File: src/rtl/vga_pmod_out.sv
// vga_pmod_out: two-stage registered VGA output stage for the TinyTapeout VGA PMOD.
// Stage 1 quantises colour to 2 bits per channel (truncate, ordered dither,
// colour bars or black) and tracks pixel/line position; stage 2 registers the
// packed PMOD byte. Mode changes only take effect on a vertical sync edge.
module vga_pmod_out #(
  parameter int RG_BITS         = 3,
  parameter int B_BITS          = 2,
  parameter int H_ACTIVE        = 640,
  parameter bit SYNC_ACTIVE_LOW = 1'b1
) (
  input  logic               clk,
  input  logic               rst,
  input  logic [RG_BITS-1:0] r_in,
  input  logic [RG_BITS-1:0] g_in,
  input  logic [B_BITS-1:0]  b_in,
  input  logic               de_in,
  input  logic               hs_in,
  input  logic               vs_in,
  input  logic [1:0]         mode_req,
  output logic [7:0]         uo_out,
  output logic [1:0]         mode_cur,
  output logic [7:0]         frame_cnt
);

  localparam int BAR_W = ((H_ACTIVE / 8) > 0) ? (H_ACTIVE / 8) : 1;
  localparam int BCW   = (BAR_W > 1) ? $clog2(BAR_W) : 1;
  localparam logic [BCW-1:0] BAR_LAST = BCW'(BAR_W - 1);
  localparam logic SYNC_IDLE = SYNC_ACTIVE_LOW;
  localparam logic [7:0] UO_RESET = {SYNC_IDLE, 3'b000, SYNC_IDLE, 3'b000};

  typedef enum logic [1:0] {
    MODE_TRUNC  = 2'b00,
    MODE_DITHER = 2'b01,
    MODE_BARS   = 2'b10,
    MODE_BLACK  = 2'b11
  } mode_e;

  // 2x2 ordered-dither threshold matrix indexed by line and pixel parity
  function automatic logic [1:0] bayer_thr(input logic y, input logic x);
    case ({y, x})
      2'b00:   bayer_thr = 2'd0;
      2'b01:   bayer_thr = 2'd2;
      2'b10:   bayer_thr = 2'd3;
      2'b11:   bayer_thr = 2'd1;
      default: bayer_thr = 2'd0;
    endcase
  endfunction

  // Round the 2-bit value up by one when the fraction beats the threshold, saturating at 3
  function automatic logic [1:0] dither_2b(input logic [1:0] q, input logic [1:0] frac,
                                           input logic [1:0] thr);
    logic [2:0] sum;
    sum = {1'b0, q} + 3'd1;
    if (frac > thr) begin
      dither_2b = sum[2] ? 2'b11 : sum[1:0];
    end else begin
      dither_2b = q;
    end
  endfunction

  // Registered state
  logic               de_prev_q, de_prev_d;
  logic               s1_hs_q, s1_hs_d;
  logic               s1_vs_q, s1_vs_d;
  logic [1:0]         s1_r_q, s1_r_d;
  logic [1:0]         s1_g_q, s1_g_d;
  logic [1:0]         s1_b_q, s1_b_d;
  logic [7:0]         uo_q, uo_d;
  mode_e              mode_q, mode_d;
  logic [7:0]         frame_q, frame_d;
  logic               x_q, x_d;
  logic               y_q, y_d;
  logic [BCW-1:0]     bar_cnt_q, bar_cnt_d;
  logic [2:0]         bar_idx_q, bar_idx_d;

  // Combinational helpers
  logic               frame_edge_s;
  logic               de_fall_s;
  logic [1:0]         thr_s;
  logic [RG_BITS+1:0] r_pad_s;
  logic [RG_BITS+1:0] g_pad_s;
  logic [B_BITS+1:0]  b_pad_s;
  logic [1:0]         r_top_s, g_top_s, b_top_s;
  logic [1:0]         r_frac_s, g_frac_s, b_frac_s;

  // Zero-pad below the LSB so the two bits under the top pair always exist
  assign r_pad_s  = {r_in, 2'b00};
  assign g_pad_s  = {g_in, 2'b00};
  assign b_pad_s  = {b_in, 2'b00};
  assign r_top_s  = r_in[RG_BITS-1 -: 2];
  assign g_top_s  = g_in[RG_BITS-1 -: 2];
  assign b_top_s  = b_in[B_BITS-1 -: 2];
  assign r_frac_s = r_pad_s[RG_BITS-1 -: 2];
  assign g_frac_s = g_pad_s[RG_BITS-1 -: 2];
  assign b_frac_s = b_pad_s[B_BITS-1 -: 2];

  // Frame edge (vsync going active) and display-enable falling edge detection
  always_comb begin
    frame_edge_s = (s1_vs_q == SYNC_IDLE) && (vs_in != SYNC_IDLE);
    de_fall_s    = de_prev_q && !de_in;
  end

  // Frame counter, frame-synchronous mode latch and position tracking
  always_comb begin
    de_prev_d = de_in;
    frame_d   = frame_edge_s ? (frame_q + 8'd1) : frame_q;
    mode_d    = frame_edge_s ? mode_e'(mode_req) : mode_q;

    if (de_in) begin
      x_d = ~x_q;
    end else if (de_fall_s) begin
      x_d = 1'b0;
    end else begin
      x_d = x_q;
    end

    if (frame_edge_s) begin
      y_d       = 1'b0;
      bar_cnt_d = '0;
      bar_idx_d = 3'd0;
    end else if (de_in) begin
      y_d = y_q;
      if (bar_cnt_q == BAR_LAST) begin
        bar_cnt_d = '0;
        bar_idx_d = (bar_idx_q == 3'd7) ? 3'd7 : (bar_idx_q + 3'd1);
      end else begin
        bar_cnt_d = bar_cnt_q + BCW'(1);
        bar_idx_d = bar_idx_q;
      end
    end else if (de_fall_s) begin
      y_d       = ~y_q;
      bar_cnt_d = '0;
      bar_idx_d = 3'd0;
    end else begin
      y_d       = y_q;
      bar_cnt_d = bar_cnt_q;
      bar_idx_d = bar_idx_q;
    end
  end

  // Stage 1: colour reduction for the current pixel using the mode in effect
  always_comb begin
    thr_s   = bayer_thr(y_q, x_q ^ frame_q[0]);
    s1_hs_d = hs_in;
    s1_vs_d = vs_in;
    s1_r_d  = 2'b00;
    s1_g_d  = 2'b00;
    s1_b_d  = 2'b00;
    if (de_in) begin
      case (mode_q)
        MODE_TRUNC: begin
          s1_r_d = r_top_s;
          s1_g_d = g_top_s;
          s1_b_d = b_top_s;
        end
        MODE_DITHER: begin
          s1_r_d = dither_2b(r_top_s, r_frac_s, thr_s);
          s1_g_d = dither_2b(g_top_s, g_frac_s, thr_s);
          s1_b_d = dither_2b(b_top_s, b_frac_s, thr_s);
        end
        MODE_BARS: begin
          s1_r_d = {2{bar_idx_q[2]}};
          s1_g_d = {2{bar_idx_q[1]}};
          s1_b_d = {2{bar_idx_q[0]}};
        end
        MODE_BLACK: begin
          s1_r_d = 2'b00;
          s1_g_d = 2'b00;
          s1_b_d = 2'b00;
        end
        default: begin
          s1_r_d = 2'b00;
          s1_g_d = 2'b00;
          s1_b_d = 2'b00;
        end
      endcase
    end else begin
      s1_r_d = 2'b00;
      s1_g_d = 2'b00;
      s1_b_d = 2'b00;
    end
  end

  // Stage 2: pack stage-1 colour and syncs into the PMOD pin order
  always_comb begin
    uo_d = {s1_hs_q, s1_b_q[0], s1_g_q[0], s1_r_q[0],
            s1_vs_q, s1_b_q[1], s1_g_q[1], s1_r_q[1]};
  end

  // All state registers with synchronous reset to blank output and idle syncs
  always_ff @(posedge clk) begin
    if (rst) begin
      de_prev_q <= 1'b0;
      s1_hs_q   <= SYNC_IDLE;
      s1_vs_q   <= SYNC_IDLE;
      s1_r_q    <= 2'b00;
      s1_g_q    <= 2'b00;
      s1_b_q    <= 2'b00;
      uo_q      <= UO_RESET;
      mode_q    <= MODE_TRUNC;
      frame_q   <= 8'd0;
      x_q       <= 1'b0;
      y_q       <= 1'b0;
      bar_cnt_q <= '0;
      bar_idx_q <= 3'd0;
    end else begin
      de_prev_q <= de_prev_d;
      s1_hs_q   <= s1_hs_d;
      s1_vs_q   <= s1_vs_d;
      s1_r_q    <= s1_r_d;
      s1_g_q    <= s1_g_d;
      s1_b_q    <= s1_b_d;
      uo_q      <= uo_d;
      mode_q    <= mode_d;
      frame_q   <= frame_d;
      x_q       <= x_d;
      y_q       <= y_d;
      bar_cnt_q <= bar_cnt_d;
      bar_idx_q <= bar_idx_d;
    end
  end

  assign uo_out    = uo_q;
  assign mode_cur  = mode_q;
  assign frame_cnt = frame_q;

endmodule

File: config.mk
export PLATFORM = sky130hd
export DESIGN_NAME = vga_pmod_out
export DESIGN_NICKNAME = d
export VERILOG_FILES = /design/src/rtl/vga_pmod_out.sv
export SDC_FILE = /design/constraint.sdc
export NUM_CORES = 1
export LEC_CHECK = 0
export CAP_MARGIN = 5
export CELL_PAD_IN_SITES_DETAIL_PLACEMENT = 0
export CELL_PAD_IN_SITES_GLOBAL_PLACEMENT = 2
export CORE_ASPECT_RATIO = 1.75
export CORE_MARGIN = 2
export CORE_UTILIZATION = 33
export DETAILED_ROUTE_END_ITERATION = 6
export GPL_ROUTABILITY_DRIVEN = 0
export PLACE_DENSITY = 0.92
export RECOVER_POWER = 50
export SLEW_MARGIN = 20
export SYNTH_ARGS = -nofsm -noshare
export SYNTH_HDL_FRONTEND = slang
export SYNTH_SLANG_ARGS = --single-unit
File: constraint.sdc
create_clock -name clk -period 3.55 [get_ports clk]
set_input_delay 0.71 -clock clk [delete_from_list [all_inputs] [get_ports clk]]
set_output_delay 0.71 -clock clk [all_outputs]
set_load 0.01 [all_outputs]
# Yosys cells after proc, flatten, opt, wreduce, memory -nomap -nowiden
# Index checks and enable logic that the tools add are counted.
dict set report totals {
  in_bits 15
  out_inout_bits 18
  elab_cells 65
  ff_bits 39
}
dict set report op_classes {
  bitwise 5
  add_sub_neg 6
  reduce_logical 10
  eq_ne 9
  n_lt_le_gt_ge 3
  muxes 19
}
# op n
set ops {}
lappend ops {{case mux 2 bit (4 select lines)} 4}
lappend ops {{two-way mux 7 bit} 3}
lappend ops {{two-way mux 2 bit} 6}
lappend ops {{two-way mux 3 bit} 4}
lappend ops {{adder 2 x 1 -> 3 bit (second input constant)} 3}
lappend ops {{adder 8 x 1 -> 8 bit (second input constant)} 1}
lappend ops {{== test 2 bit (second input constant)} 4}
lappend ops {{adder 7 x 1 -> 7 bit (second input constant)} 1}
lappend ops {{== test 7 bit (second input constant)} 1}
lappend ops {{== test 2 x 1 -> 1 bit (second input constant)} 2}
lappend ops {{> comparator 2 bit} 2}
lappend ops {{logical NOT 2 bit} 2}
lappend ops {{NOT 1 bit} 4}
lappend ops {{AND reduction 2 bit} 2}
lappend ops {{OR reduction 2 bit} 2}
lappend ops {{adder 3 x 1 -> 3 bit (second input constant)} 1}
lappend ops {{== test 3 bit (second input constant)} 1}
lappend ops {{> comparator 1 x 2 -> 1 bit (first input constant)} 1}
lappend ops {{logical AND 1 bit} 2}
lappend ops {{two-way mux 1 bit} 2}
lappend ops {{!= test 2 x 1 -> 1 bit (second input constant)} 1}
lappend ops {{nonzero test 2 bit} 1}
lappend ops {{logical NOT 1 bit} 1}
lappend ops {{XOR 1 bit} 1}

# Longest topological paths before layout
dict set report depth {
  depth_word 6
  mapped_depth 5
}

# Least setup slack after synthesis
# No wires, ideal clock.
dict set report synth_timing {
  kind {input to register}
  startpoint {input de_in}
  endpoint {register bar_cnt_q[6]}
  path_slack_ns 2.059
  arrival_time_ns 1.359
  t_required_ns 3.418
  path_stages 5
  path_cell_list {buf_2 > buf_2 > o21ai_0 > o211ai_1 > a21oi_1}
}
dict set report synth_between {
  elab_chain_cells 3
}
# item line
set synth_lines {}
lappend synth_lines {{start, declared} 16} ;# input logic de_in,
lappend synth_lines {{logical NOT 1 bit} 100} ;# de_fall_s = de_prev_q && !de_in;
lappend synth_lines {{logical AND 1 bit} 100}
lappend synth_lines {{nonzero test 2 bit (no line)} -}
lappend synth_lines {{end signal, assigned} 218} ;# bar_cnt_q <= bar_cnt_d;
lappend synth_lines {{end, declared} 73} ;# logic [BCW-1:0] bar_cnt_q, bar_cnt_d;
# Parallel ways exist; a longest one is shown, timed or not.
# A chain may end at the register's enable or synchronous reset.

# Worst setup path in the final report
dict set report layout_timing {
  startpoint {input vs_in}
  endpoint {register bar_cnt_q[5]}
}
dict set report layout_between {
  elab_chain_cells 3
}
# item line
set layout_lines {}
lappend layout_lines {{start, declared} 18} ;# input logic vs_in,
lappend layout_lines {{NOT 1 bit} 99} ;# frame_edge_s = (s1_vs_q == SYNC_IDLE) && (vs_in != SYNC_IDLE);
lappend layout_lines {{logical AND 1 bit} 99}
lappend layout_lines {{OR reduction 2 bit (no line)} -}
# Every way passes these cells.

==> run_results.csv <==
group,metric,value,unit
clock_network,hold_buffers,0,
setup_path,start_kind,"input port",
setup_path,critPathCaptureType,"register",
setup_path,reg2regPathDepth,4,
floorplan,die-area,5570,um^2
clock_network,cts_max_level,2,
clock_network,cts_setup_buffers,0,
hold_path,min_path_cells,1,
sta,worstMarginPinSlew,0.699,ns
hold_path,worstHoldStart,"s1_hs_q",
floorplan,die_w,57.3,um
synth,synth_seq_area_share,47.6,%
power,power.total,0.848,mW
detailed_routing,firstDrtPassIters,4,
grt,antenna_found_initial,0,
placement,io_buffers,32,
placement,dpl_cell_area,2000,um^2
setup_path,critPathArrivalTime,2.57,ns
synth,syn_nets,191,
synth,ys_seq_elements,39,
placement,pre_cts_slack,1.17,ns
hold_path,hp-class,"reg2reg",
clock_network,clock_latency,0.29,ns
detailed_routing,ant_nets,0,
clock_network,cts_made_buffers,5,
synth,synth_cells,173,
detailed_routing,drtIter0Drc,24,
setup_path,required,3.70,ns
setup_path,r2r-start,"s1_vs_q",
setup_path,crit_type,"in2reg",
sta,max_freq,0.415,GHz
detailed_routing,vias,1281,
synth,synth_warnings,0,
placement,dp_hpwl,2.47,mm
clock_network,cts.repair.resized,0,
layout,stdcell_area,2090,um^2
synth,yosys.area.top_type,"dfxtp_1",
power,powerDensity,407,nW/um^2
synth,netlist_area,1640,um^2
flow_run,maxCapViolCount,0,
clock_network,clock_sinks,39,
floorplan,core_area,4890,um^2
outcome,status,"completed",
grt,grt_start_max_net_pins,20,
layout,drive_above_1_share,9.13,%
grt,grt_usage,13.3,%
synth,yosys-top-cells-area,"dfxtp_1 (48%), nor2_1 (4.8%), mux2i_1 (4.3%)",
floorplan,io_pins,33,
layout,fill_cells,516,
clock_network,cts.clk_slew.worst_paths,0.08,ns
floorplan,fp-row-count,34,
placement,dp.cells,254,
sta,finalCritPeriodShare,67.9,%
grt,grt_pass1_vias,1261,
clock_network,cts_tree,"done",
layout,utilization,42.6,%
grt,grt.overflow.total,0,
power,ir_worst_vdd,0.381,mV
detailed_routing,drc,0,
layout,insertedDiodeCount,0,
detailed_routing,detail_route.wl_per_cell,12.8,um
sta,finalMaxSlewViolations,0,
clock_network,cts_buffer_depth,2,
grt,grt_pass1_wl,5.82,mm
layout,layout.cells.non_filler,262,
synth,ys_types,41,
power,p_leak,0.764,nW
clock_network,clockRootBuffer,"clkbuf_8",
synth,synth_top_area_share,47.6,%
detailed_routing,routed_via_density,4.89,
sta,hold_viol_final,0,
sta,timing.hold.ws,0.419,ns
sta,timing.final.crit_period,2.41,ns
layout,nNetsFinal,225,
floorplan,die_h,97.2,um
sta,fin_tns_setup,0,ns
sta,relSlewSlack,53.4,%
setup_path,worstPathMaxFanout,11,
layout,syn2layout_area_growth,27.3,%
floorplan,start_util,33.5,%
sta,grt_setup_unrepaired,"false",
setup_path,crit_start,"vs_in",
detailed_routing,wl,3.36,mm
sta,setup_ws,1.14,ns
sta,finalSetupViolCount,0,
sta,finalClockSkew,0.00604,ns
synth,postSynthAreaPerCell,9.47,um^2
registers in the layout, summed over array words and instances, names as in the netlist:
signal,cells
bar_idx_q,3
s1_vs_q,1
s1_hs_q,1
uo_out,8
bar_cnt_q,7
y_q,1
s1_g_q,2
frame_cnt,8
x_q,1
s1_b_q,2
de_prev_q,1
mode_cur,2
s1_r_q,2
cell usage after synthesis:
| master | count |
|---|---|
| a211oi_1 | 2 |
| a21o_1 | 2 |
| a21oi_1 | 12 |
| a31oi_1 | 2 |
| a32oi_1 | 1 |
| a41o_1 | 1 |
| and2_1 | 1 |
| and3_1 | 2 |
| and3_2 | 1 |
| and4_1 | 1 |
| buf_2 | 3 |
| buf_6 | 1 |
| clkbuf_1 | 3 |
| dfxtp_1 | 39 |
| ha_1 | 3 |
| inv_1 | 7 |
| mux2i_1 | 7 |
| nand2_1 | 6 |
| nand2b_1 | 4 |
| nand3_1 | 3 |
| nand3_2 | 1 |
| nand3b_1 | 2 |
| nand4_1 | 4 |
| nand4b_1 | 2 |
| nor2_1 | 21 |
| nor2b_1 | 10 |
| nor3_1 | 3 |
| nor4_1 | 1 |
| nor4_2 | 2 |
| o211ai_1 | 2 |
| o211ai_2 | 1 |
| o21a_1 | 1 |
| o21ai_0 | 3 |
| o21ai_1 | 2 |
| o32a_1 | 1 |
| o41a_1 | 1 |
| or2_1 | 1 |
| or2_2 | 5 |
| xnor2_1 | 2 |
| xnor3_2 | 1 |
| xor2_1 | 6 |
cell families after synthesis:
group           after synthesis  synth area share [%]
xor+xnor                      9                  5.73
simple gates                 70                  23.8
buf+inv                      14                  3.89
mux                           7                  4.27
flops                        39                  47.6
fa+ha+maj                     3                  2.29
compound gates               31                  12.4
cells in the final DEF, fill, tap and decap left out, drive strengths merged, types with 3 or more instances in the layout:
master | synthesis | layout
nor3 | 3 | 3
o21ai | 5 | 5
dfxtp | 39 | 39
or2 | 6 | 6
nor2b | 10 | 10
mux2i | 7 | 7
clkbuf | 3 | 7
inv | 7 | 7
nor4 | 3 | 3
clkdlybuf4s50 | 0 | 23
nand4 | 4 | 4
xor2 | 6 | 6
nand3 | 4 | 4
and3 | 3 | 3
o211ai | 3 | 3
nand2 | 6 | 6
ha | 3 | 3
a21oi | 12 | 12
nor2 | 21 | 21
dlygate4sd3 | 0 | 9
nand2b | 4 | 4
worst paths after layout:
| kind | to | slack (ns) |
|---|---|---|
| worst max-delay path | bar_cnt_q[5] | 1.14 |
| worst min-delay path | uo_out[7] | 0.42 |
| worst max register to register | bar_cnt_q[5] | 1.77 |
| worst min register to register | uo_out[7] | 0.42 |
routing by layer:
metal  share of wire [%]  vias up  track usage (%)
li1                    -      668                -
met1                  41      589             15.0
met2                  54       20             23.1
met3                 3.0        4             2.93
met4                 1.5        0             5.90
met5                   0        -                0
area by class of cell:
class                      instances  area, um^2  area share (%)
inverter                           7        26.3            1.26
sequential                        39         781            37.4
timing repair buffer              34         328            15.7
tap                               54        67.6            3.24
clock buffer                       5        68.8            3.30
clock inverter                     3        20.0           0.960
multi-input combinational        120         795            38.1
power breakdown:
| group | switching (mW) | internal, mW |
|---|---|---|
| sequential | 0.0109 | 0.451 |
| combinational | 0.0405 | 0.0487 |
| clock | 0.160 | 0.137 |
| total | 0.212 | 0.636 |
worst max-delay path: stages:
cell	delay [ns]
dlygate4sd3_1	0.55
nor2b_1	0.11
clkbuf_1	0.44
or2_0	0.62
nor3_1	0.13
Power figures use the tool's default switching activity.
